**config.mk**
```make
export PLATFORM = sky130hd
export DESIGN_NAME = inta_sequencer
export DESIGN_NICKNAME = d
export VERILOG_FILES = /design/src/rtl/inta_sequencer.sv
export SDC_FILE = /design/constraint.sdc
export NUM_CORES = 1
export LEC_CHECK = 0
export ABC_AREA = 1
export CAP_MARGIN = 20
export CORE_ASPECT_RATIO = 0.5
export CORE_MARGIN = 4
export CORE_UTILIZATION = 55
export CTS_CLUSTER_SIZE = 20
export DETAILED_ROUTE_END_ITERATION = 12
export PLACE_DENSITY = 0.86
export SYNTH_ARGS = -nofsm -noshare
export SYNTH_HDL_FRONTEND = slang
export SYNTH_SLANG_ARGS = --single-unit
```
**constraint.sdc**
```tcl
create_clock -name clk -period 4 [get_ports clk]
set_input_delay 0.8 -clock clk [delete_from_list [all_inputs] [get_ports clk]]
set_output_delay 0.8 -clock clk [all_outputs]
set_load 0.02 [all_outputs]
```
**src/rtl/inta_sequencer.sv**
```systemverilog
// rtl/inta_sequencer.sv - INTA handshake, ISR and EOI sequencer; INTA_SEQ_AEOI_EN enables automatic EOI
module inta_sequencer #(
    parameter logic [2:0] SPUR_LVL = 3'd7
) (
    input  logic       clk,
    input  logic       rst_n,
    input  logic       req_valid,
    input  logic [2:0] req_lvl,
    input  logic       isprior,
    input  logic [2:0] lowest_pri,
    input  logic       inta_n,
    input  logic [4:0] vec_base,
    input  logic       aeoi,
    input  logic       eoi_ns,
    input  logic       eoi_sp,
    input  logic [2:0] eoi_lvl,
    output logic       int_o,
    output logic [7:0] isr,
    output logic       irr_clr,
    output logic [2:0] irr_clr_idx,
    output logic [7:0] data_out,
    output logic       data_oe,
    output logic       eoi_done,
    output logic [2:0] eoi_done_lvl
);
    typedef enum logic [2:0] {
        IDLE  = 3'd0,
        PEND  = 3'd1,
        ACK1  = 3'd2,
        WAIT2 = 3'd3,
        ACK2  = 3'd4
    } state_t;

    state_t     state, state_nx;
    logic       inta_q, fall, rise;
    logic [2:0] cur_lvl, cur_lvl_nx;
    logic       spur, spur_nx;
    logic [7:0] isr_set, isr_clr;
    logic       irr_clr_nx;
    logic [2:0] irr_clr_idx_nx;
    logic [7:0] data_out_nx;
    logic       data_oe_nx;
    logic       eoi_done_nx;
    logic [2:0] eoi_done_lvl_nx;
    logic       aeoi_clr;
    logic       aeoi_en;
    logic       ns_hit;
    logic [2:0] ns_lvl, scan_idx;

`ifdef INTA_SEQ_AEOI_EN
    assign aeoi_en = aeoi;
`else
    logic unused_aeoi;
    assign unused_aeoi = aeoi;
    assign aeoi_en     = 1'b0;
`endif

    assign fall  = inta_q & ~inta_n;
    assign rise  = ~inta_q & inta_n;
    assign int_o = (state == PEND);

    always_comb begin
        state_nx       = state;
        cur_lvl_nx     = cur_lvl;
        spur_nx        = spur;
        isr_set        = 8'h00;
        irr_clr_nx     = 1'b0;
        irr_clr_idx_nx = irr_clr_idx;
        data_out_nx    = data_out;
        data_oe_nx     = data_oe;
        aeoi_clr       = 1'b0;
        case (state)
            IDLE: if (req_valid && isprior) state_nx = PEND;
            PEND: if (fall) begin
                state_nx = ACK1;
                if (req_valid) begin
                    cur_lvl_nx        = req_lvl;
                    spur_nx           = 1'b0;
                    isr_set[req_lvl]  = 1'b1;
                    irr_clr_nx        = 1'b1;
                    irr_clr_idx_nx    = req_lvl;
                end else begin
                    cur_lvl_nx = SPUR_LVL;
                    spur_nx    = 1'b1;
                end
            end
            ACK1: if (rise) state_nx = WAIT2;
            WAIT2: if (fall) begin
                state_nx    = ACK2;
                data_oe_nx  = 1'b1;
                data_out_nx = {vec_base, cur_lvl};
            end
            ACK2: if (rise) begin
                state_nx    = IDLE;
                data_oe_nx  = 1'b0;
                data_out_nx = 8'h00;
                aeoi_clr    = aeoi_en & ~spur;
            end
            default: begin
                state_nx    = IDLE;
                data_oe_nx  = 1'b0;
                data_out_nx = 8'h00;
            end
        endcase
    end

    // Non-specific EOI target: first set ISR bit walking up from the rotation base.
    always_comb begin
        ns_hit   = 1'b0;
        ns_lvl   = 3'd0;
        scan_idx = 3'd0;
        for (int k = 1; k <= 8; k++) begin
            scan_idx = lowest_pri + 3'(k);
            if (!ns_hit && isr[scan_idx]) begin
                ns_hit = 1'b1;
                ns_lvl = scan_idx;
            end
        end
    end

    always_comb begin
        isr_clr         = 8'h00;
        eoi_done_nx     = 1'b0;
        eoi_done_lvl_nx = eoi_done_lvl;
        if (eoi_sp) begin
            if (isr[eoi_lvl]) begin
                isr_clr[eoi_lvl] = 1'b1;
                if (!isr_set[eoi_lvl]) begin
                    eoi_done_nx     = 1'b1;
                    eoi_done_lvl_nx = eoi_lvl;
                end
            end
        end else if (eoi_ns && ns_hit) begin
            isr_clr[ns_lvl] = 1'b1;
            if (!isr_set[ns_lvl]) begin
                eoi_done_nx     = 1'b1;
                eoi_done_lvl_nx = ns_lvl;
            end
        end
        if (aeoi_clr && isr[cur_lvl]) begin
            isr_clr[cur_lvl] = 1'b1;
            if (!eoi_done_nx) begin
                eoi_done_nx     = 1'b1;
                eoi_done_lvl_nx = cur_lvl;
            end
        end
    end

    always_ff @(posedge clk or negedge rst_n) begin
        if (!rst_n) begin
            state        <= IDLE;
            inta_q       <= 1'b1;
            isr          <= 8'h00;
            irr_clr      <= 1'b0;
            irr_clr_idx  <= 3'd0;
            data_out     <= 8'h00;
            data_oe      <= 1'b0;
            eoi_done     <= 1'b0;
            eoi_done_lvl <= 3'd0;
            cur_lvl      <= 3'd0;
            spur         <= 1'b0;
        end else begin
            state        <= state_nx;
            inta_q       <= inta_n;
            isr          <= (isr & ~isr_clr) | isr_set;
            irr_clr      <= irr_clr_nx;
            irr_clr_idx  <= irr_clr_idx_nx;
            data_out     <= data_out_nx;
            data_oe      <= data_oe_nx;
            eoi_done     <= eoi_done_nx;
            eoi_done_lvl <= eoi_done_lvl_nx;
            cur_lvl      <= cur_lvl_nx;
            spur         <= spur_nx;
        end
    end
endmodule

```
# Word level (Yosys, flattened, before mapping)
# Index checks and enable logic that the tools add are counted.
# Widths: inputs -> output; s select.
# totals
wordCells,154
regBits,32
input_bits,22
# op_classes
mux,76
n_eq_ne,12
reduce_logical,27
addsub,7
magnitude_cmp,14
bitwise_logic,8
# ops
op,n
$mux 8,8
$mux 3,19
$lt 3x4->1 const B,11
$bmux 1 s3,11
$mux 1,32
$pmux 8 s3,1
$pmux 3 s5,1
$add 3x3->3 const B,4
$logic_and 1x1->1,12
$ne 2x2->1 const B,6
$demux 1 s3,3
$ge 3x1->1 const B,3
$and 8x8->8,1
$not 8->8,1
$or 8x8->8,1
$logic_not 1->1,7
$add 3x2->3 const B,2
$eq 3x2->1 const B,2
$reduce_and 3->1,2
$reduce_and 5->1,1
$ne 2x1->1 const B,2
$reduce_and 4->1,1
$add 3x1->3 const B,1
$eq 3x1->1 const B,1
other kinds (8),11

# Logic depth before layout (Yosys ltp)
# Gate-level depths: netlist of run 1.
# depth
depth_word,34
depth_mapped,26

# Least setup slack after synthesis of run 1
# No wires, ideal clock.
# synth_path
kind,input to register
from,input port lowest_pri[1]
to,register eoi_done_lvl[0]
required_ns,3.883
path_stages,22
arrival_time_ns,3.074
slack_ns,0.809
n_path_buf,2
cell_sequence,buf_4 -> inv_2 -> ha_1 -> buf_2 -> inv_1 -> nand3_1 -> nand3_1 -> nand2_2 -> nor2_2 -> nand4_4 -> nor2_8 -> nand4_1 -> nand3_2 -> inv_2 -> nor2_2 -> nand2_1 -> nand2_1 -> nand2_1 -> nand2_4 -> nand2_4 -> nand2_1 -> nand2_1
# synth_via
elab_chain_cells,29
word_cells_on_any_way,62
cone_classes,add/sub (7); eq/ne (1); mux (37); reduce/logical (17)
# synth_rtl
element,line_no,text
"start, declared",10,"input logic [2:0] lowest_pri,"
$add 3x1->3,113,scan_idx = lowest_pri + 3'(k);
$bmux 1 s3,114,if (!ns_hit && isr[scan_idx]) begin
$mux 1 (not written as such),114,
$mux 1,114,
$logic_not 1->1,114,
$logic_and 1x1->1,114,
$mux 1,114,
$logic_not 1->1,114,
(+13 left out),n/a,
$mux 1,114,
$logic_not 1->1,114,
$logic_and 1x1->1,114,
$mux 3,114,
$bmux 1 s3,135,if (!isr_set[ns_lvl]) begin
$mux 1 (not written as such),135,
$ne 2x2->1 (no line),n/a,
$reduce_and 4->1 (no line),n/a,
"end signal, assigned",171,eoi_done_lvl <= eoi_done_lvl_nx;
"end, declared",24,output logic [2:0] eoi_done_lvl
# Several ways; a longest one is shown, not always the timed one. The select of a mux whose other input is x is not followed.
# A chain may end at the register's enable or synchronous reset.

# Worst setup path in the final report of run 1
# layout_path
from,input port lowest_pri[1]
to,register eoi_done_lvl[2]
# The elaborated chain is that of the path after synthesis.

==> summary.txt, run 1 <==
Global routing
  – Total GRT Usage: 0.2493
  – Global-route wire length before repair: 12160 um
  – Initial antenna violation count: 0
  – Pin count of the biggest net entering global routing: 33
  – Vias in the first global route: 2741
  – GRT overflow: 0

Drt
  – WL per Instance: 14.24 um
  – Avg Vias per Cell: 5.575
  – Routed WL: 7136 um
  – Antenna viol nets, final: 0
  – DR DRC count: 0
  – Pre-antenna DRT Iters: 5
  – Via count: 2793
  – DRT iter0 DRCs: 341

Die
  – Io pins: 48
  – Die area: 0.005851 mm^2
  – Chip height: 56.13 um
  – Core ar.: 0.004424 mm^2
  – Initial Util: 0.5758
  – Die span in x: 104.2 um
  – Standard-cell rows: 17

Worst setup path
  – Data arrival, critical path: 3.78 ns
  – Startpoint types: input pin
  – CP Capture Type: register
  – R2R depth: 15
  – Buf/Inv on CP: 3
  – Reg-to-Reg End: eoi_done_lvl[2]$_DFFE_PN0P_
  – Reg2reg setup slack: 1.43 ns
  – Crit-path leading delay family: simple AND/OR/NAND/NOR gates
  – CP startpoint: lowest_pri[1]
  – Crit path to: eoi_done_lvl[2]$_DFFE_PN0P_
  – Worst EP required: 4.17 ns
  – Worst path most repeated cell: nand2_1
  – CP max stage delay: 0.49 ns
  – Slowest cell on crit path: clkdlybuf4s50_1
  – Critical Path Stages: 22
  – Worst-path fanout max: 8
  – Crit Path Category: in2reg
  – Reg2Reg Launch Point: state[0]$_DFFE_PN0P_
  – Crit-path cells: clkdlybuf4s50_1 > inv_2 > ha_1 > inv_1 > nand3_1 > nand3_1 > nand2_2 > nor2_1 > nand2_1 > nand2_1 > nor2_1 > nand3_1 > nor2_1 > nand3_2 > nor2_1 > nand3_1 > nand2_1 > nor2_2 > nand2_4 > nand2_4 > nand2_1 > nand2_1

Place
  – Detailed Place HPWL: 5533 um
  – PortBufs: 46
  – RD Place Congestion: 1.063

Synthesis
  – Distinct cells, synth: 35
  – Most common cell in the synthesized netlist: nand2_1
  – Avg Inst Size Synth: 6.515 um^2
  – Top post-synthesis cells by area: dfrtp_1 (30%), nand2_1 (17%), nand3_1 (12%), nor2_1 (6.8%), inv_1 (5.3%)
  – Top-area cell type share of the netlist area: 0.3045
  – Synth async-reset ratio: 1.000
  – Top post-synthesis cells by count: nand2_1 (112), nand3_1 (59), nor2_1 (46)
  – Ys flop type: dfrtp_1
  – Synth Cell Area: 0.002547 mm^2
  – Post-Synthesis Cells: 391
  – Yosys warns: 0
  – Area leader, netlist: dfrtp_1
  – Number of flops mapped to enable cells by yosys: 0
  – Post-synthesis sequential area ratio: 0.3148
  – Syn_nets: 415
  – Yosys reg bits: 32

Pwr
  – NetSw: 847.4 uW
  – LEAKAGE: 1.576 nW
  – Clock share of power: 0.165
  – Seq pwr share: 0.294
  – Comb power frac: 0.541
  – Sw frac: 0.4530
  – VDD IR max: 0.0003845 V
  – PD cells: 587.2 mW/mm^2
  – Pint: 1.023 mW

Finish
  – Layout area overhead: 25.05%
  – Nets@finish: 467
  – Ant diodes: 0
  – Layout cells sized above 1: 0.1239

CTS
  – Root buf cell: clkbuf_8
  – Number of clock sinks: 32
  – CTS tree: done
  – # hold bufs at CTS: 0
  – Number of CTS-inserted buffers: 5
  – Total setup buffers inserted after CTS: 0
  – Worst-path clk slew: 0.07 ns
  – Worst-Skew Late Latency: 0.28 ns
  – H-tree Lvls: 2
  – Post-CTS Resized: 0
  – Clock buffer depth: 2

Timing
  – Worst Tran Pin Value: 0.6810 ns
  – Period minus WS final: 3.612 ns
  – Slew headroom: 0.5425
  – Fmax: 276.8 MHz
  – Final period utilization: 0.9031
  – RSZ-0062 raised after global routing: no
  – Final hold violation count: 0
  – Final setup violation count: 0
  – Skew final: 0.003316 ns
  – Fin Hold WS: 0.5048 ns
  – Slew Limit Fails: 0
  – Setup TNS: 0 ns

Worst hold path
  – Min-delay worst type: reg2reg

Outcome
  – Status: complete, no violations

Run
  – Maxcap violations: 0
worst min-delay path by stage:
stage                                          start                    endpoint  slack, ns  cells past startpoint
after CTS                 irr_clr_idx[2]$_DFFE_PN0P_  irr_clr_idx[2]$_DFFE_PN0P_       0.51                      2
final                     irr_clr_idx[2]$_DFFE_PN0P_  irr_clr_idx[2]$_DFFE_PN0P_       0.50                      2
after global routing             data_oe$_DFFE_PN0P_         data_oe$_DFFE_PN0P_       0.54                      2
after floorplan               cur_lvl[0]$_DFFE_PN0P_      cur_lvl[0]$_DFFE_PN0P_       0.48                      2
after detailed placement  irr_clr_idx[0]$_DFFE_PN0P_  irr_clr_idx[0]$_DFFE_PN0P_       0.48                      2
after global placement    irr_clr_idx[0]$_DFFE_PN0P_  irr_clr_idx[0]$_DFFE_PN0P_       0.47                      2
cell families (layout without fill, tap and decap cells):
family	count (synthesis)	after routing	share of synthesized area
DFF	32	32	0.3148
buffers and inverters	54	107	0.08742
adders and majority gates	2	2	0.009822
xor gates and xnor gates	3	3	0.01621
AOI/OAI and AO/OA	47	47	0.1110
and+or+nand+nor	253	253	0.4607
power groups by stage:
stage               logic [mW]  registers, mW  clock network [mW]
floorplan                0.518          0.650                   0
global placement         0.967          0.546                   0
detailed placement        1.00          0.555                   0
CTS                       1.01          0.549               0.312
global route              1.11          0.571               0.329
finish                    1.01          0.551               0.308
cell usage in the layout, fill, tap and decap left out, drive strengths merged, types with 2 or more instances in the layout:
cell / n
clkinv: 2
xor2: 2
o21a: 2
nand3: 66
buf: 5
nor3: 5
clkdlybuf4s50: 46
a31oi: 2
o211ai: 5
ha: 2
nand2: 123
clkbuf: 5
inv: 47
a21oi: 7
o21ai: 26
nor2: 52
nand4: 6
dfrtp: 31
worst register-to-register path, delay by kind of cell, from the launching register on:
kind	cells	cell delay, ns
and+or+nand+nor	10	1.53
DFF	1	0.39
buffers and inverters	3	0.29
AOI/OAI and AO/OA	2	0.24
registers in the layout, summed over array words and instances, names as in the netlist, 3 cells and up:
signal,cells
data_out,8
isr,8
irr_clr_idx,3
state,3
eoi_done_lvl,3
cur_lvl,3
per-stage QoR:
| stage | cell area, um^2 | setup WS [ns] | utilization | power (mW) | std cells |
|---|---|---|---|---|---|
| 3_3_place_gp | 3074 | 0.2427 | 0.6949 | 1.513 | 493 |
| 2_1_floorplan | 2547 | 0.8090 | - | 1.169 | 391 |
| 6_report | 3186 | 0.3875 | 0.7200 | 1.871 | 501 |
| 5_1_grt | 3186 | 0.04860 | 0.7200 | 2.007 | 501 |
| 4_1_cts | 3186 | 0.3979 | 0.7200 | 1.867 | 501 |
| 3_5_place_dp | 3074 | 0.1013 | 0.6949 | 1.555 | 493 |
per-layer routing:
layer,vias to the layer above,track usage,wire [um]
li1,1375,-,-
met1,1284,0.2928,2898
met2,104,0.4312,3593
met3,30,0.07532,452
met4,0,0.09848,191
met5,-,0,0
layout make-up:
class,count,area [um^2]
Timing Repair Buffer,51,498.0
Clock inverter,3,42.54
Clock buffer,5,68.82
Sequential cell,32,802.0
Inverter,48,180.2
Fill cell,345,1239
Multi-Input combinational cell,305,1523
Tap cell,57,71.32
No activity file was read; power rests on OpenSTA's default activity.
==> inputs of run 2 (changes only) <==
--- a/config.mk
+++ b/config.mk
@@ -13,6 +13,7 @@
 export CTS_CLUSTER_SIZE = 20
 export DETAILED_ROUTE_END_ITERATION = 12
 export PLACE_DENSITY = 0.86
+export RECOVER_POWER = 25
 export SYNTH_ARGS = -nofsm -noshare
 export SYNTH_HDL_FRONTEND = slang
 export SYNTH_SLANG_ARGS = --single-unit
==> summary.txt, run 2 (synthesized netlist as in run 1, its figures left out) <==
Finish
  – Ant diodes: 0 (unchanged)
  – Most common cell after layout, fill and taps aside: nand2_1 (unchanged)
  – Nets@finish: 467 (unchanged)
  – Multi-input logic area: 0.001523 mm^2 (unchanged)
  – Reg area: 802.0 um^2 (unchanged)
  – # fillers: 347 (was 345)
  – Leading cell types in the layout, fill and taps excluded: nand2_1 (112), nand3_1 (59), nor2_1 (46), clkdlybuf4s50_1 (44), inv_1 (36) (was nand2_1 (112), nand3_1 (59), nor2_1 (46), clkdlybuf4s50_1 (46), inv_1 (36))
  – Layout area overhead: 24.90% (was 25.05%)
  – Largest regs: data_out (8), isr (8) (unchanged)
  – Layout cells sized above 1: 0.1216 (was 0.1239)

Die
  – Initial Util: 0.5758 (unchanged)
  – Die span in x: 104.2 um (unchanged)
  – Io pins: 48 (unchanged)
  – Chip height: 56.13 um (unchanged)
  – Core ar.: 0.004424 mm^2 (unchanged)
  – Standard-cell rows: 17 (unchanged)
  – Die area: 0.005851 mm^2 (unchanged)

Worst setup path
  – Crit Path Category: in2reg (unchanged)
  – Reg2Reg Launch Point: state[0]$_DFFE_PN0P_ (unchanged)
  – Worst EP required: 4.17 ns (about the same)
  – Startpoint types: input pin (unchanged)
  – R2R depth: 15 (unchanged)
  – Worst-path fanout max: 8 (unchanged)
  – Data arrival, critical path: 3.78 ns (about the same)
  – CP startpoint: lowest_pri[1] (unchanged)
  – CP Capture Type: register (unchanged)

CTS
  – Number of clock sinks: 32 (unchanged)
  – Post-CTS Resized: 0 (unchanged)
  – CTS tree: done (unchanged)
  – Worst-Skew Late Latency: 0.28 ns (about the same)
  – Root buf cell: clkbuf_8 (unchanged)
  – H-tree Lvls: 2 (unchanged)
  – Clock buffer depth: 2 (unchanged)
  – Worst-path clk slew: 0.07 ns (about the same)
  – Total setup buffers inserted after CTS: 0 (unchanged)
  – # hold bufs at CTS: 0 (unchanged)
  – Number of CTS-inserted buffers: 5 (unchanged)

Drt
  – Via count: 2806 (was 2793)
  – DRT iter0 DRCs: 341 (unchanged)
  – Avg Vias per Cell: 5.601 (was 5.575)
  – Antenna viol nets, final: 0 (unchanged)
  – Routed WL: 7144 um (was 7136 um)
  – DR DRC count: 0 (unchanged)
  – WL per Instance: 14.26 um (was 14.24 um)
  – Pre-antenna DRT Iters: 5 (unchanged)

Timing
  – Fmax: 276.7 MHz (was 276.8 MHz)
  – Period minus WS final: 3.614 ns (was 3.612 ns)
  – Fin Hold WS: 0.5048 ns (unchanged)
  – Worst Tran Pin Value: 1.709 ns (was 0.6810 ns)
  – Skew final: 0.002824 ns (was 0.003316 ns)
  – Final WS setup: 0.3862 ns (was 0.3875 ns)
  – Final hold violation count: 0 (unchanged)
  – Final setup violation count: 0 (unchanged)
  – RSZ-0062 raised after global routing: no (unchanged)
  – Slew headroom: -0.1395 (was 0.5425)
  – Final period utilization: 0.9035 (was 0.9031)
  – Slew Limit Fails: 33 (was 0)
  – Setup TNS: 0 ns (unchanged)

Place
  – PortBufs: 46 (unchanged)
  – Detailed Place HPWL: 5533 um (unchanged)
  – RD Place Congestion: 1.063 (unchanged)
  – Pre-CTS setup slack: 0.1013 ns (unchanged)

Pwr
  – Tot Pwr: 1.870 mW (was 1.871 mW)
  – NetSw: 847.3 uW (was 847.4 uW)
  – Comb power frac: 0.541 (about the same)
  – PD cells: 587.6 mW/mm^2 (was 587.2 mW/mm^2)
  – Seq pwr share: 0.295 (was 0.294)
  – Sw frac: 0.4532 (was 0.4530)
  – VDD IR max: 0.0003836 V (was 0.0003845 V)
  – Pint: 1.022 mW (was 1.023 mW)
  – Clock share of power: 0.165 (about the same)
  – LEAKAGE: 1.573 nW (was 1.576 nW)

Outcome
  – Failing checks: max-capacitance violations, max-slew violations
  – Status: finished, violations left (was complete, no violations)

Worst hold path
  – Min-delay worst type: reg2reg (unchanged)
  – Hold_sp: irr_clr_idx[2]$_DFFE_PN0P_ (unchanged)
  – Worst Hold Depth: 2 (unchanged)

Global routing
  – Total GRT Usage: 0.2493 (unchanged)
  – GRT overflow: 0 (unchanged)
  – Global-route wire length before repair: 12160 um (unchanged)
  – Vias in the first global route: 2741 (unchanged)
  – Pin count of the biggest net entering global routing: 33 (unchanged)
  – Initial antenna violation count: 0 (unchanged)
  – Met1 Use GR: 0.2928 (unchanged)
  – GRT busiest layer: met2 (unchanged)
  – GRT met2 Usage: 0.4312 (unchanged)
  – Met3 Usage GRT: 0.07532 (unchanged)

Run
  – Maxcap violations: 1 (was 0)
-- run 2: layout make-up --
cell class	count	share of cell area
clock inverters	3	0.01337
clock buffers	5	0.02163
inverters	48	0.05663
multi-input cells	305	0.4786
flip-flops and latches	32	0.2521
repair buffers	51	0.1553
well taps	57	0.02241
-- run 2: through the flow --
stage               std cells    util  instance area, um^2
floorplan                 391       -                 2547
finish                    501  0.7192                 3182
detailed placement        493  0.6949                 3074
global route              501  0.7192                 3182
global placement          493  0.6949                 3074
CTS                       501  0.7200                 3186
-- run 2: power by group through the flow --
stage | sequential [mW] | combinational (mW) | clock, mW
after floorplan | 0.650 | 0.518 | 0
after global placement | 0.546 | 0.967 | 0
after detailed placement | 0.555 | 1.00 | 0
after CTS | 0.549 | 1.01 | 0.312
after global routing | 0.571 | 1.11 | 0.329
final | 0.551 | 1.01 | 0.308
-- run 2: critical path, stage by stage --
cell and delay [ns]:
clkdlybuf4s50_1 0.49, inv_2 0.08, ha_1 0.44, inv_1 0.14, nand3_1 0.15, nand3_1 0.13
nand2_2 0.18, nor2_1 0.09, nand2_1 0.06, nand2_1 0.05, nor2_1 0.10, nand3_1 0.08
nor2_1 0.13, nand3_2 0.15, nor2_1 0.20, nand3_1 0.10, nand2_1 0.10, nor2_2 0.05
nand2_4 0.08, nand2_4 0.06, nand2_1 0.06, nand2_1 0.06
-- run 2: final timing paths --
path                                                    end  slack [ns]
worst max-delay path            eoi_done_lvl[2]$_DFFE_PN0P_        0.39
worst min-delay path             irr_clr_idx[2]$_DFFE_PN0P_        0.50
worst min register to register   irr_clr_idx[2]$_DFFE_PN0P_        0.50
min in group asynchronous                  isr[1]$_DFF_PN0_        1.49
worst max register to register  eoi_done_lvl[2]$_DFFE_PN0P_        1.44
max in group asynchronous              state[2]$_DFFE_PN0P_        1.52
-- run 2: routing by layer --
metal  vias to the layer above  part of all wire
li1                       1374                 -
met1                      1292              0.40
met2                       112              0.50
met3                        28             0.070
met4                         0             0.024
met5                         -                 0
==> inputs of run 3 (changes only) <==
==> constraint.sdc (replaced) <==
create_clock -name clk -period 4.6 [get_ports clk]
set_input_delay 0.92 -clock clk [delete_from_list [all_inputs] [get_ports clk]]
set_output_delay 0.92 -clock clk [all_outputs]
set_load 0.02 [all_outputs]
==> summary.txt, run 3 (synthesized netlist as in run 1, its figures left out) <==
Drt
  – Highest Signal Layer: met4 (unchanged)
  – Avg Vias per Cell: 5.727 (was 5.601)
  – Post-Route M1 WL: 2934 um (was 2875 um)
  – Pre-antenna DRT Iters: 5 (unchanged)
  – Detailed route wirelength on metal2: 3495 um (was 3590 um)
  – Routed WL: 7145 um (was 7144 um)
  – Met3 wire length: 490 um (was 502 um)
  – DRT iter0 DRCs: 327 (was 341)
  – Antenna viol nets, final: 0 (unchanged)
  – Via count: 2858 (was 2806)
  – DR DRC count: 0 (unchanged)
  – WL per Instance: 14.32 um (was 14.26 um)

Outcome
  – Failing checks: max-capacitance violations, max-slew violations (unchanged)
  – Status: finished, violations left (unchanged)

Timing
  – Final WS setup: 0.6255 ns (was 0.3862 ns)
  – Setup TNS: 0 ns (unchanged)
  – Fin Hold WS: 0.4859 ns (was 0.5048 ns)
  – Final hold violation count: 0 (unchanged)
  – Final period utilization: 0.8640
  – Worst Tran Pin Value: 1.716 ns (was 1.709 ns)
  – Final setup violation count: 0 (unchanged)
  – Fmax: 251.6 MHz
  – Skew final: 0.002788 ns (was 0.002824 ns)
  – Slew Limit Fails: 33 (unchanged)
  – Period minus WS final: 3.974 ns
  – Slew headroom: -0.1439 (was -0.1395)
  – RSZ-0062 raised after global routing: no (unchanged)

Die
  – Standard-cell rows: 17 (unchanged)
  – Core ar.: 0.004424 mm^2 (unchanged)
  – Die span in x: 104.2 um (unchanged)
  – Chip height: 56.13 um (unchanged)
  – Die area: 0.005851 mm^2 (unchanged)
  – Initial Util: 0.5758 (unchanged)
  – Io pins: 48 (unchanged)

Finish
  – Layout area overhead: 24.16% (was 24.90%)
  – Leading cell types in the layout, fill and taps excluded: nand2_1 (112), nand3_1 (59), nor2_1 (46), clkdlybuf4s50_1 (44), inv_1 (36) (unchanged)
  – Most common cell after layout, fill and taps aside: nand2_1 (unchanged)
  – # fillers: 372 (was 347)
  – Post-layout util: 0.7149 (was 0.7192)
  – Nets@finish: 465 (was 467)
  – Ant diodes: 0 (unchanged)
  – Layout cells sized above 1: 0.1154 (was 0.1216)
  – Largest regs: data_out (8), isr (8) (unchanged)

Worst setup path
  – Worst-path fanout max: 14 (was 8)
  – Worst EP required: 4.77 ns (was 4.17 ns)
  – Startpoint types: input pin (unchanged)
  – Data arrival, critical path: 4.14 ns (was 3.78 ns)
  – Crit Path Category: in2reg (unchanged)
  – CP Capture Type: register (unchanged)

CTS
  – Number of clock sinks: 32 (unchanged)
  – Post-CTS Resized: 0 (unchanged)
  – Worst-path clk slew: 0.06 ns (was 0.07 ns)
  – Number of CTS-inserted buffers: 5 (unchanged)
  – Total setup buffers inserted after CTS: 0 (unchanged)
  – # hold bufs at CTS: 0 (unchanged)
  – H-tree Lvls: 2 (unchanged)
  – Worst-Skew Late Latency: 0.28 ns (about the same)
  – Root buf cell: clkbuf_8 (unchanged)
  – CTS tree: done (unchanged)
  – Clock buffer depth: 2 (unchanged)

Place
  – RD Place Congestion: 1.049 (was 1.063)
  – Pre-CTS setup slack: 0.4515 ns (was 0.1013 ns)
  – PortBufs: 46 (unchanged)
  – Detailed Place HPWL: 5491 um (was 5533 um)

Worst hold path
  – Min-delay worst type: reg2reg (unchanged)

Global routing
  – Initial antenna violation count: 0 (unchanged)
  – Total GRT Usage: 0.2589 (was 0.2493)
  – Vias in the first global route: 2801 (was 2741)
  – Global-route wire length before repair: 12570 um (was 12160 um)
  – Pin count of the biggest net entering global routing: 33 (unchanged)
  – GRT overflow: 0 (unchanged)

Pwr
  – VDD IR max: 0.0003459 V (was 0.0003836 V)
  – LEAKAGE: 1.564 nW (was 1.573 nW)
  – PD cells: 513.8 mW/mm^2 (was 587.6 mW/mm^2)

Run
  – Maxcap violations: 1 (unchanged)
-- run 3: layout make-up --
cell class                 count  area, um^2  area share
multi-input combinational    305        1523      0.4814
clock buffer                   6       72.57     0.02294
timing repair buffer          49       479.2      0.1515
tap                           57       71.32     0.02255
clock inverter                 2       35.03     0.01108
inverter                      48       180.2     0.05696
sequential                    32       802.0      0.2536
-- run 3: where the power goes --
group | switching [mW] | internal, mW
sequential | 0.0918 | 0.390
clock | 0.0987 | 0.160
combinational | 0.546 | 0.338
-- run 3: through the flow --
stage	std cells	instance area [um^2]	power (mW)
3_5_place_dp	491	3059	1.354
3_3_place_gp	491	3059	1.314
2_1_floorplan	391	2547	1.016
5_1_grt	499	3163	1.746
4_1_cts	499	3167	1.623
6_report	499	3163	1.625
-- run 3: routing by layer --
metal  global-route usage  vias up
li1                     -     1376
met1               0.3226     1314
met2               0.4349      134
met3              0.05794       34
met4               0.1136        0
met5                    0        -
-- run 3: worst max-delay path, stage by stage --
cell	delay [ns]
clkdlybuf4s50_1	0.51
inv_2	0.14
ha_1	0.48
inv_1	0.15
nand3_1	0.14
nand3_1	0.12
nand2_2	0.17
inv_2	0.06
nand3_1	0.10
nor2_1	0.06
nor2_1	0.09
nand3_1	0.08
nor2_1	0.18
nand3_2	0.16
nor2_1	0.23
nand3_1	0.11
nand2_1	0.10
nor2_2	0.06
nand2_4	0.09
nand2_4	0.06
nand2_1	0.07
nand2_1	0.05
-- run 3: final timing paths --
| path | from | endpoint | slack [ns] | depth (start not counted) |
|---|---|---|---|---|
| min in group asynchronous | rst_n | eoi_done$_DFF_PN0_ | 1.61 | 2 |
| setup reg to reg | inta_q$_DFF_PN1_ | eoi_done_lvl[2]$_DFFE_PN0P_ | 1.78 | 15 |
| hold / removal | irr_clr_idx[0]$_DFFE_PN0P_ | irr_clr_idx[0]$_DFFE_PN0P_ | 0.49 | 2 |
| setup / recovery | lowest_pri[0] | eoi_done_lvl[2]$_DFFE_PN0P_ | 0.63 | 22 |
| max in group asynchronous | rst_n | eoi_done_lvl[1]$_DFFE_PN0P_ | 1.98 | 2 |
| hold reg to reg | irr_clr_idx[0]$_DFFE_PN0P_ | irr_clr_idx[0]$_DFFE_PN0P_ | 0.49 | 2 |
==> RTL change: new RTL, flow settings as in run 1 <==
Add a define of `INTA_SEQ_AEOI_EN`.
--- a/src/rtl/inta_sequencer.sv
+++ b/src/rtl/inta_sequencer.sv
@@ -1,4 +1,6 @@
 // rtl/inta_sequencer.sv - INTA handshake, ISR and EOI sequencer; INTA_SEQ_AEOI_EN enables automatic EOI
+`define INTA_SEQ_AEOI_EN
+
 module inta_sequencer #(
     parameter logic [2:0] SPUR_LVL = 3'd7
 ) (
Function: changed (a bounded check fails within 10 cycles, from zero or initial values and one cycle with rst_n low).
==> RTL change against run 1 <==
Worst setup slack lost 96 ps. Register-to-register slack lost 400 ps. Clock skew about the same. Clock power about the same. Sequential cell count grew 1. Sequential share of layout area shrank 1.7 points. Routed wire length rose by 12%. Die area rose by 8.9%. Synthesized area up 10%. Critical path depth shrank 1. Synthesized cell count is 15% higher. Power is 8.9% higher. Non-clock buffer count grew 4. Cell area up 11%. Critical path type unchanged. Largest power group unchanged.
==> RTL change: results (changes against run 1) <==
| Metric | Value |
|---|---|
| WHS Endpoint | `irr_clr_idx[0]$_DFFE_PN0P_ (was irr_clr_idx[2]$_DFFE_PN0P_)` |
| Largest net degree at the start of global routing | `34 (was 33)` |
| Number of global-route vias before repair | `2907 (was 2741)` |
| 1st-iter DRT viols | `328 (was 341)` |
| Met1 WL | `3.56 mm (was 2.90 mm)` |
| Worst clock skew | `3.23 ps (was 3.32 ps)` |
| Met3 routed WL | `699 um (was 452 um)` |
| Syn Nets | `475 (was 415)` |
| Reg2reg setup slack | `1030 ps (was 1430 ps)` |
| Metal2 WL | `3.60 mm (was 3.59 mm)` |
| Synth top area cells | `dfrtp_1 29%, nand2_1 16%, nand3_1 11% (was dfrtp_1 30%, nand2_1 17%, nand3_1 12%)` |
| Synth cell types | `37 (was 35)` |
| Reg2reg start | `state[2]$_DFFE_PN0P_ (was state[0]$_DFFE_PN0P_)` |
| Met1 Track Usage GR | `33.7% (was 29.3%)` |
| Met2 Usage GRT | `43.3% (was 43.1%)` |
| CP arrival | `3890 ps (was 3780 ps)` |
| Met3 usage | `6.46% (was 7.53%)` |
| Lkg Pwr | `1.69 nW (was 1.58 nW)` |
| Non-filler cells, final | `577 (was 501)` |
| Routed WL | `7.98 mm (was 7.14 mm)` |
| # fillers | `409 (was 345)` |
| Final period utilization | `92.7% (was 90.3%)` |
| Status | `finished, final reports clean (unchanged)` |
| CP startpoint | `lowest_pri[0] (was lowest_pri[1])` |
| Hold path start | `irr_clr_idx[0]$_DFFE_PN0P_ (was irr_clr_idx[2]$_DFFE_PN0P_)` |
| GP Congestion | `1.01 (was 1.06)` |
| Pre-CTS setup slack | `-53.7 ps (was 101 ps)` |
| Avg Vias per Cell | `5.52 (was 5.57)` |
| First-pass GRT wire length | `13.0 mm (was 12.2 mm)` |
| Share of cells above drive strength 1 | `11.0% (was 12.4%)` |
| Worst path max stage delay | `520 ps (was 490 ps)` |
| Seq/Total Area, Yosys | `29.5% (was 31.5%)` |
| Total track usage | `25.7% (was 24.9%)` |
| Multi-input combinational cell area | `0.00174 mm^2 (was 0.00152 mm^2)` |
| VDD IR max | `0.478 mV (was 0.385 mV)` |
-- RTL change: changes by cell type after synthesis, sizes merged, moves of 2 or more --
cell	delta
inv	+13
o2111ai	+2
clkinv	+2
nor3	+5
o211ai	-5
nand4	+3
nor4	+3
nor2	+21
o22ai	+5
nand2	+4
o21ai	+4
o21a	-2
-- RTL change: final cells by class --
cell class              count  share of cell area, %
flip-flops and latches     33                   23.5
clock buffers               6                   2.06
well taps                  70                   2.48
repair buffers             55                   15.1
inverters                  63                   6.71
clock inverters             2                  0.994
multi-input cells         348                   49.2
-- RTL change: cells by family (layout without fill, tap and decap cells) --
group	Yosys count	in the layout	share of synthesized area (%)
buffers and inverters	70	126	10.0
and+or+nand+nor	287	287	46.2
adders and majority gates	2	2	0.892
xor gates and xnor gates	3	3	1.47
AOI/OAI and AO/OA	56	56	11.9
DFF	33	33	29.5
-- RTL change: report_power, final --
group	internal (W)	switching, W
Sequential	0.000447	0.000132
Clock	0.000185	0.000122
Combinational	0.000444	0.000706
